File: config.mk
export PLATFORM = sky130hd
export DESIGN_NAME = parity_burst_ctrl
export DESIGN_NICKNAME = d
export VERILOG_FILES = /design/src/rtl/parity_burst_pkg.sv /design/src/rtl/parity_generator.sv /design/src/rtl/parity_burst_ctrl.sv
export SDC_FILE = /design/constraint.sdc
export NUM_CORES = 1
export LEC_CHECK = 0
export CAP_MARGIN = 20
export CORE_ASPECT_RATIO = 0.5
export CORE_MARGIN = 10
export CORE_UTILIZATION = 40
export DETAILED_ROUTE_END_ITERATION = 12
export GPL_ROUTABILITY_DRIVEN = 0
export PLACE_DENSITY = 0.68
export SLEW_MARGIN = 0
export SYNTH_ARGS = -nofsm -noshare
export SYNTH_HDL_FRONTEND = slang
export SYNTH_SLANG_ARGS = --single-unit
File: constraint.sdc
create_clock -name clk -period 3.94 [get_ports clk]
set_input_delay 0.394 -clock clk [delete_from_list [all_inputs] [get_ports clk]]
set_output_delay 0.394 -clock clk [all_outputs]
set_load 0.02 [all_outputs]
File: src/rtl/parity_burst_pkg.sv
// Shared types, constants and a reference parity helper for the parity burst controller.
package parity_burst_pkg;

    typedef enum logic {
        PASS    = 1'b0,
        TRAILER = 1'b1
    } state_t;

    localparam logic EVEN = 1'b0;
    localparam logic ODD  = 1'b1;

    localparam int PARITY_CALC_W = 64;

    // Narrower words are zero-extended by the caller; zeros do not change the XOR.
    function automatic logic parity_calc(input logic [PARITY_CALC_W-1:0] data,
                                         input logic                     ptype);
        return (^data) ^ ptype;
    endfunction

endpackage

File: src/rtl/parity_generator.sv
// Single-bit parity of a word: XOR reduction, inverted for odd parity.
module parity_generator #(
    parameter int DATA_WIDTH  = 32,
    parameter int PARITY_TYPE = 0
) (
    input  logic [DATA_WIDTH-1:0] i_data,
    output logic                  o_parity
);

    assign o_parity = (^i_data) ^ (PARITY_TYPE != 0);

endmodule

File: src/rtl/parity_burst_ctrl.sv
// Tags each word with parity and appends a column-parity trailer per burst (or on flush).
// Optional parity corruption for link testing: define PARITY_BURST_ERR_INJECT_EN.
module parity_burst_ctrl
    import parity_burst_pkg::*;
#(
    parameter int DATA_WIDTH  = 32,
    parameter int BURST_LEN   = 16,
    parameter int PARITY_TYPE = 0,
    parameter int CNT_WIDTH   = $clog2(BURST_LEN + 1)
) (
    input  logic                  clk,
    input  logic                  rst_n,
    input  logic [DATA_WIDTH-1:0] s_data,
    input  logic                  s_valid,
    output logic                  s_ready,
    input  logic                  flush,
`ifdef PARITY_BURST_ERR_INJECT_EN
    input  logic                  err_inject,
`endif
    output logic [DATA_WIDTH-1:0] m_data,
    output logic                  m_parity,
    output logic                  m_trailer,
    output logic                  m_valid,
    input  logic                  m_ready,
    output logic [CNT_WIDTH-1:0]  burst_cnt
);

    localparam logic [CNT_WIDTH-1:0] LAST_CNT = CNT_WIDTH'(BURST_LEN - 1);

    state_t                r_state;
    state_t                w_state_nxt;
    logic [DATA_WIDTH-1:0] r_acc;
    logic [DATA_WIDTH-1:0] r_m_data;
    logic                  r_m_parity;
    logic                  r_m_trailer;
    logic                  r_m_valid;
    logic [CNT_WIDTH-1:0]  r_cnt;

    logic                  w_slot_free;
    logic                  w_s_ready;
    logic                  w_hs;
    logic                  w_load_data;
    logic                  w_load_trl;
    logic                  w_par_s;
    logic                  w_par_acc;
    logic                  w_inj;

    assign w_slot_free = !r_m_valid || m_ready;
    assign w_hs        = s_valid && w_s_ready;

    parity_generator #(
        .DATA_WIDTH  (DATA_WIDTH),
        .PARITY_TYPE (PARITY_TYPE)
    ) u_par_data (
        .i_data   (s_data),
        .o_parity (w_par_s)
    );

    parity_generator #(
        .DATA_WIDTH  (DATA_WIDTH),
        .PARITY_TYPE (PARITY_TYPE)
    ) u_par_acc (
        .i_data   (r_acc),
        .o_parity (w_par_acc)
    );

    always_ff @(posedge clk) begin
        if (!rst_n) begin
            r_state <= PASS;
        end else begin
            r_state <= w_state_nxt;
        end
    end

    // A flush only closes a burst that has, or is about to have, at least one word.
    always_comb begin
        w_state_nxt = r_state;
        case (r_state)
            PASS: begin
                if ((w_hs && (r_cnt == LAST_CNT)) || (flush && ((r_cnt != '0) || w_hs))) begin
                    w_state_nxt = TRAILER;
                end
            end
            TRAILER: begin
                if (w_slot_free) begin
                    w_state_nxt = PASS;
                end
            end
            default: w_state_nxt = PASS;
        endcase
    end

    always_comb begin
        w_s_ready   = 1'b0;
        w_load_data = 1'b0;
        w_load_trl  = 1'b0;
        case (r_state)
            PASS: begin
                w_s_ready   = w_slot_free;
                w_load_data = s_valid && w_slot_free;
            end
            TRAILER: begin
                w_load_trl = w_slot_free;
            end
            default: ;
        endcase
    end

`ifdef PARITY_BURST_ERR_INJECT_EN
    logic r_err_pend;

    // A new request wins over the clear so a pulse coinciding with a load is not lost.
    always_ff @(posedge clk) begin
        if (!rst_n) begin
            r_err_pend <= 1'b0;
        end else if (err_inject) begin
            r_err_pend <= 1'b1;
        end else if (w_load_data) begin
            r_err_pend <= 1'b0;
        end
    end

    assign w_inj = r_err_pend;
`else
    assign w_inj = 1'b0;
`endif

    always_ff @(posedge clk) begin
        if (!rst_n) begin
            r_m_data    <= '0;
            r_m_parity  <= 1'b0;
            r_m_trailer <= 1'b0;
            r_m_valid   <= 1'b0;
            r_acc       <= '0;
            r_cnt       <= '0;
        end else if (w_load_data) begin
            r_m_data    <= s_data;
            r_m_parity  <= w_par_s ^ w_inj;
            r_m_trailer <= 1'b0;
            r_m_valid   <= 1'b1;
            r_acc       <= r_acc ^ s_data;
            r_cnt       <= r_cnt + CNT_WIDTH'(1);
        end else if (w_load_trl) begin
            r_m_data    <= r_acc;
            r_m_parity  <= w_par_acc;
            r_m_trailer <= 1'b1;
            r_m_valid   <= 1'b1;
            r_acc       <= '0;
            r_cnt       <= '0;
        end else if (m_ready) begin
            r_m_valid   <= 1'b0;
        end
    end

    assign s_ready   = w_s_ready;
    assign m_data    = r_m_data;
    assign m_parity  = r_m_parity;
    assign m_trailer = r_m_trailer;
    assign m_valid   = r_m_valid;
    assign burst_cnt = r_cnt;

endmodule

==> results of run 1 <==
==> critical path, cell delays in order <==
cell	delay, ps
clkdlybuf4s50_1	450
nand2b_1	130
nor2b_2	210
and2_1	380
buf_4	420
nand2_1	160
nand3_1	100
o21ai_0	80
and2_1	150
==> cells by family (layout without fill, tap and decap cells) <==
| logic type | after synthesis | after routing | share of synthesized area (%) |
|---|---|---|---|
| AND/OR/NAND/NOR | 182 | 182 | 24.5 |
| adder cells (fa/ha/maj) | 3 | 3 | 1.09 |
| AO/OA/AOI/OAI | 77 | 77 | 12.6 |
| XOR/XNOR | 62 | 62 | 15.8 |
| buffers and inverters | 26 | 103 | 3.56 |
| flip-flops | 73 | 73 | 42.5 |
==> layout make-up <==
class	instances	area (µm²)	area share, %
multi-input cells	324	1860	40.9
flip-flops and latches	73	1460	32.2
repair buffers	82	808	17.8
clock buffers	16	251	5.54
well taps	112	140	3.09
inverters	5	18.8	0.414
==> sequential cells by signal, indices dropped and copies added (netlist names) <==
register	cells
r_acc	32
m_trailer	1
burst_cnt	5
r_state	1
m_valid	1
m_data	32
m_parity	1
==> how the worst min path moves through the flow <==
stage | start | to | slack, ps | depth (start not counted)
3_5_place_dp | m_parity$_SDFFE_PN0P_ | m_parity$_SDFFE_PN0P_ | 450 | 2
3_3_place_gp | m_parity$_SDFFE_PN0P_ | m_parity$_SDFFE_PN0P_ | 440 | 2
2_1_floorplan | r_acc[14]$_SDFFE_PN0P_ | m_data[14]$_SDFFE_PN0P_ | 490 | 2
4_1_cts | m_parity$_SDFFE_PN0P_ | m_parity$_SDFFE_PN0P_ | 460 | 2
6_report | m_parity$_SDFFE_PN0P_ | m_parity$_SDFFE_PN0P_ | 460 | 2
5_1_grt | m_parity$_SDFFE_PN0P_ | m_parity$_SDFFE_PN0P_ | 470 | 2
==> stage by stage <==
step | std cells | power (mW) | hold slack [ps] | utilization [%]
4_1_cts | 612 | 2.20 | 456 | 55.5
5_1_grt | 612 | 2.30 | 471 | 55.5
3_5_place_dp | 596 | 1.48 | 448 | 52.4
3_3_place_gp | 596 | 1.48 | 441 | 52.4
6_report | 612 | 2.17 | 456 | 55.5
2_1_floorplan | 423 | 1.29 | 491 | -
==> metal layers <==
layer,vias up,share of wire (%),track usage [%],wire length (µm)
met5,-,0,0,0
met4,0,1.5,5.04,128
met2,71,43,21.1,3780
li1,1558,-,-,-
met1,1377,48,17.5,4250
met3,9,7.0,5.29,610
==> placed cells by master, fill, tap and decap left out, drive strengths merged, types with 8 or more instances in the layout <==
master,count
a31oi,33
nand3,33
clkbuf,16
nand2,100
nor2,8
clkdlybuf4s50,77
and2,34
o21ai,35
dfxtp,73
xnor2,56
==> power breakdown <==
part / switching, mW / total, mW / leakage [nW] / internal [mW]
combinational: 0.313 / 0.606 / 0.866 / 0.293
clock: 0.284 / 0.712 / 0.119 / 0.428
sequential: 0.0521 / 0.856 / 0.599 / 0.804
total: 0.649 / 2.17 / 1.58 / 1.52
==> results.py, run 1 <==
metrics = {
    "timing": {
        "slew_violations": 0,
        "period_share_pct": 57.6,
        "min_period_ps": 2270,
        "finalHoldViolations": 0,
        "fmax_mhz": 440,
        "setup_ws_ps": 1670,
        "slew_headroom_pct": 42.4,
        "setup_tns_ps": 0,
        "tightest_slew_ps": 861,
        "finalClockSkew_ps": 3.81,
        "setup_viol": 0,
        "rsz0062_at_grt": "false",
    },
    "cts": {
        "post_cts_buffers": 0,
        "cts-buffers-inserted": 9,
        "cts_tree": "built",
        "clock-root-buffer": "clkbuf_16",
        "worst_skew_pair.late_latency_ps": 330,
        "path_clk_slew_ps": 50,
        "cts.sinks": 73,
        "cts.repair.resized": 0,
        "ctsHtreeMaxLevel": 3,
        "clock_path_buffers": 2,
        "postCtsHoldBufs": 0,
    },
    "global_routing": {
        "grt_max_degree": 37,
        "gr-usage-all-layers_pct": 13.9,
        "grt_pass1_wl_mm": 14.6,
        "overflow": 0,
        "antenna_found_initial": 0,
        "first_global_vias": 2970,
    },
    "die": {
        "die_h_um": 85.6,
        "start_util_pct": 42.1,
        "core_um2": 8170,
        "rows": 23,
        "die_w_um": 151,
        "io_pins": 78,
        "die_area_um2": 12900,
    },
    "critical_path": {
        "r2r-end": "r_acc[13]$_SDFFE_PN0P_",
        "crit_path_max_fanout": 30,
        "worst_setup_path_start_kind": "input port",
        "rrSetupSlack_ps": 1900,
        "path_class": "input port to flip-flop",
        "required_ps": 4170,
        "reg2reg_depth": 8,
        "critPathCaptureType": "flip-flop",
        "crit_path_start": "m_ready",
        "reg2reg_from": "m_valid$_SDFFE_PN0P_",
        "timing.critical_path.to": "r_acc[13]$_SDFFE_PN0P_",
        "cp.arrival_ps": 2500,
    },
    "pwr": {
        "cellPowerDensity_nw_per_um2": 479,
        "leakagePower_nw": 1.58,
        "ir_drop_mv": 0.234,
    },
    "final_layout": {
        "area_delta_synth_final_pct": 31.9,
        "drive_above_1_share_pct": 3.40,
        "nNetsFinal": 535,
        "final_cell_area_um2": 4540,
        "fillers": 787,
        "n_antenna_cell": 0,
    },
    "synth": {
        "synth_area_leader_cell": "dfxtp_1",
        "yosysMostFrequentCell": "nand2_1",
        "ys_ff_latch": 73,
        "syn_area_per_cell_um2": 8.13,
        "ys_types": 25,
        "ys_seq_area_share_pct": 42.5,
        "synth.top_cell.area_share_pct": 42.5,
        "syn_area_um2": 3440,
        "synth_edf_count": 0,
        "synth-main-ff-cell": "dfxtp_1",
        "ys_warn_count": 0,
        "netlist_top_cells_area": "dfxtp_1 42%, xnor2_1 14%, nand2_1 11%, and2_1 6.2%, a31oi_1 6.0%",
        "syn_nets": 463,
        "synthCells": 423,
        "synthArstFlopShare_pct": 0,
        "synth_common_cells": "100 x nand2_1, 73 x dfxtp_1, 56 x xnor2_1",
    },
    "placed_design": {
        "place_ws_ps": 1350,
        "io_buffers": 77,
        "dp_hpwl_mm": 6.01,
        "postPlaceCellArea_um2": 4290,
    },
    "min_path": {
        "hold_class": "flip-flop to flip-flop",
    },
    "drt": {
        "postRouteAntennaNets": 0,
        "drtIter0Drc": 120,
        "detail_route.vias_per_cell": 4.93,
        "drt-total-wl_mm": 8.77,
        "post_drt_wl_per_cell_um": 14.3,
        "dr.pass1.iters": 4,
        "post-route-drc-count": 0,
        "dr_total_vias": 3015,
    },
    "outcome": {
        "status": "completed",
    },
    "flow_run": {
        "maxCapViolations": 0,
    },
}
Note: power is estimated with default switching activity, not from simulation.
==> inputs of run 2 (changes only) <==
Clock period 3.94 ns to 2.2 ns, I/O delays scaled along.
==> run 2 against run 1 <==
  * Combinational power increased by 85%
  * Register-to-register slack worse by 1400 ps
  * Power grew 81%
  * Sequential share of layout area is 0.47 points lower
  * Critical endpoint is now s_ready
  * Largest cell class unchanged
==> results.py, run 2 (synthesis results as in run 1) <==
metrics = {
    "cts": {
        "cts.sinks": 73,
        "cts_tree": "built",
        "cts-buffers-inserted": 9,
        "post_cts_buffers": 0,
        "path_clk_slew_ps": 50,
        "postCtsHoldBufs": 0,
        "clock-root-buffer": "clkbuf_16",
        "clock_path_buffers": 2,
        "worst_skew_pair.late_latency_ps": 330,
        "cts.repair.resized": 0,
        "ctsHtreeMaxLevel": 3,
    },
    "timing": {
        "fmax_mhz": 543,
        "finalHoldViolations": 0,
        "rsz0062_at_grt": "false",
        "min_period_ps": 1840,
        "setup_tns_ps": 0,
        "period_share_pct": 83.6,
        "finalClockSkew_ps": 2.63,
        "slew_violations": 0,
        "tightest_slew_ps": 411,
        "slew_headroom_pct": 72.6,
        "setup_viol": 0,
    },
    "final_layout": {
        "fillers": 769,
        "area_delta_synth_final_pct": 33.8,
        "n_antenna_cell": 0,
        "nNetsFinal": 539,
        "drive_above_1_share_pct": 4.59,
        "fin_util_pct": 56.3,
        "most-common-layout-cells": "100 x nand2_1, 77 x clkdlybuf4s50_1, 73 x dfxtp_1",
        "layout_commonest_cell": "nand2_1",
    },
    "critical_path": {
        "worst_setup_path_start_kind": "input port",
        "path_class": "input port to output port",
        "reg2reg_depth": 8,
        "required_ps": 1980,
        "path_common_cell": "clkdlybuf4s50_1",
        "slowest_delay_ps": 640,
        "timing.critical_path.to": "s_ready",
        "crit_path_max_fanout": 4,
        "cp_slowest_cell": "clkdlybuf4s50_1",
        "r2r-end": "m_data[16]$_SDFFE_PN0P_",
        "cp.arrival_ps": 1620,
        "critPathCaptureType": "output port",
        "crit_path_start": "m_ready",
        "rrSetupSlack_ps": 530,
        "crit_chain": "clkdlybuf4s50_1 > nand2b_1 > nor2b_2 > clkdlybuf4s50_1",
        "reg2reg_from": "m_valid$_SDFFE_PN0P_",
    },
    "global_routing": {
        "overflow": 0,
        "first_global_vias": 2922,
        "grt_max_degree": 40,
        "gr-usage-all-layers_pct": 13.8,
        "grt_pass1_wl_mm": 14.3,
        "antenna_found_initial": 0,
    },
    "die": {
        "core_um2": 8170,
        "die_w_um": 151,
        "rows": 23,
        "die_area_um2": 12900,
        "io_pins": 78,
        "die_h_um": 85.6,
        "start_util_pct": 42.1,
    },
    "drt": {
        "dr.pass1.iters": 4,
        "post_drt_wl_per_cell_um": 14.1,
        "dr_total_vias": 2973,
        "drt-total-wl_mm": 8.63,
        "detail_route.vias_per_cell": 4.85,
        "postRouteAntennaNets": 0,
        "drtIter0Drc": 162,
        "post-route-drc-count": 0,
    },
    "flow_run": {
        "maxCapViolations": 0,
    },
    "pwr": {
        "cellPowerDensity_nw_per_um2": 854,
        "ir_drop_mv": 0.454,
        "leakagePower_nw": 1.62,
    },
    "min_path": {
        "hold_class": "flip-flop to flip-flop",
    },
    "placed_design": {
        "dp_hpwl_mm": 6.19,
        "io_buffers": 77,
    },
    "outcome": {
        "status": "completed",
    },
}
==> run 2: stage by stage <==
step | cells | total power [mW] | worst slack (ps) | hold WS, ps | instance area [µm²]
finish | 613 | 3.93 | 360 | 450 | 4600
global route | 613 | 4.16 | 309 | 469 | 4600
CTS | 613 | 3.98 | 352 | 451 | 4600
detailed placement | 600 | 2.69 | 138 | 444 | 4350
global placement | 600 | 2.68 | 210 | 442 | 4350
floorplan | 423 | 2.30 | 451 | 342 | 3440
==> run 2: where the power goes <==
part / total, mW / internal [mW] / switching, mW
registers: 1.53 / 1.44 / 0.0935
clock network: 1.28 / 0.773 / 0.508
logic: 1.12 / 0.557 / 0.562
total: 3.93 / 2.77 / 1.16
==> run 2: worst min path at each step <==
stage,start,slack [ps],end,depth (start not counted)
3_3_place_gp,m_parity$_SDFFE_PN0P_,440,m_parity$_SDFFE_PN0P_,2
4_1_cts,m_parity$_SDFFE_PN0P_,450,m_parity$_SDFFE_PN0P_,2
6_report,m_parity$_SDFFE_PN0P_,450,m_parity$_SDFFE_PN0P_,2
5_1_grt,m_parity$_SDFFE_PN0P_,470,m_parity$_SDFFE_PN0P_,2
3_5_place_dp,m_parity$_SDFFE_PN0P_,440,m_parity$_SDFFE_PN0P_,2
2_1_floorplan,rst_n,340,r_acc[0]$_SDFFE_PN0P_,1
==> run 2: worst max-delay path, delay by kind of cell <==
kind	cells	cell delay (ps)
simple gates	2	320
buf+inv	2	1080
==> run 2: area by class of cell <==
type                            count  area [µm²]  share of cell area [%]
Clock buffer                       12         246                    5.35
Clock inverter                      1        5.00                   0.109
Timing Repair Buffer               86         876                    19.0
Multi-Input combinational cell    324        1860                    40.3
Sequential cell                    73        1460                    31.7
Inverter                            5        18.8                   0.408
Tap cell                          112         140                    3.04
==> run 2: routing by layer <==
layer / GRT usage, % / vias to the layer above / wire, µm / part of all wire [%]
met1: 17.5 / 1361 / 4250 / 49
met3: 5.92 / 8 / 456 / 5.3
met4: 3.82 / 0 / 87 / 1.0
li1: - / 1558 / - / -
met5: 0 / - / 0 / 0
met2: 20.9 / 46 / 3830 / 44
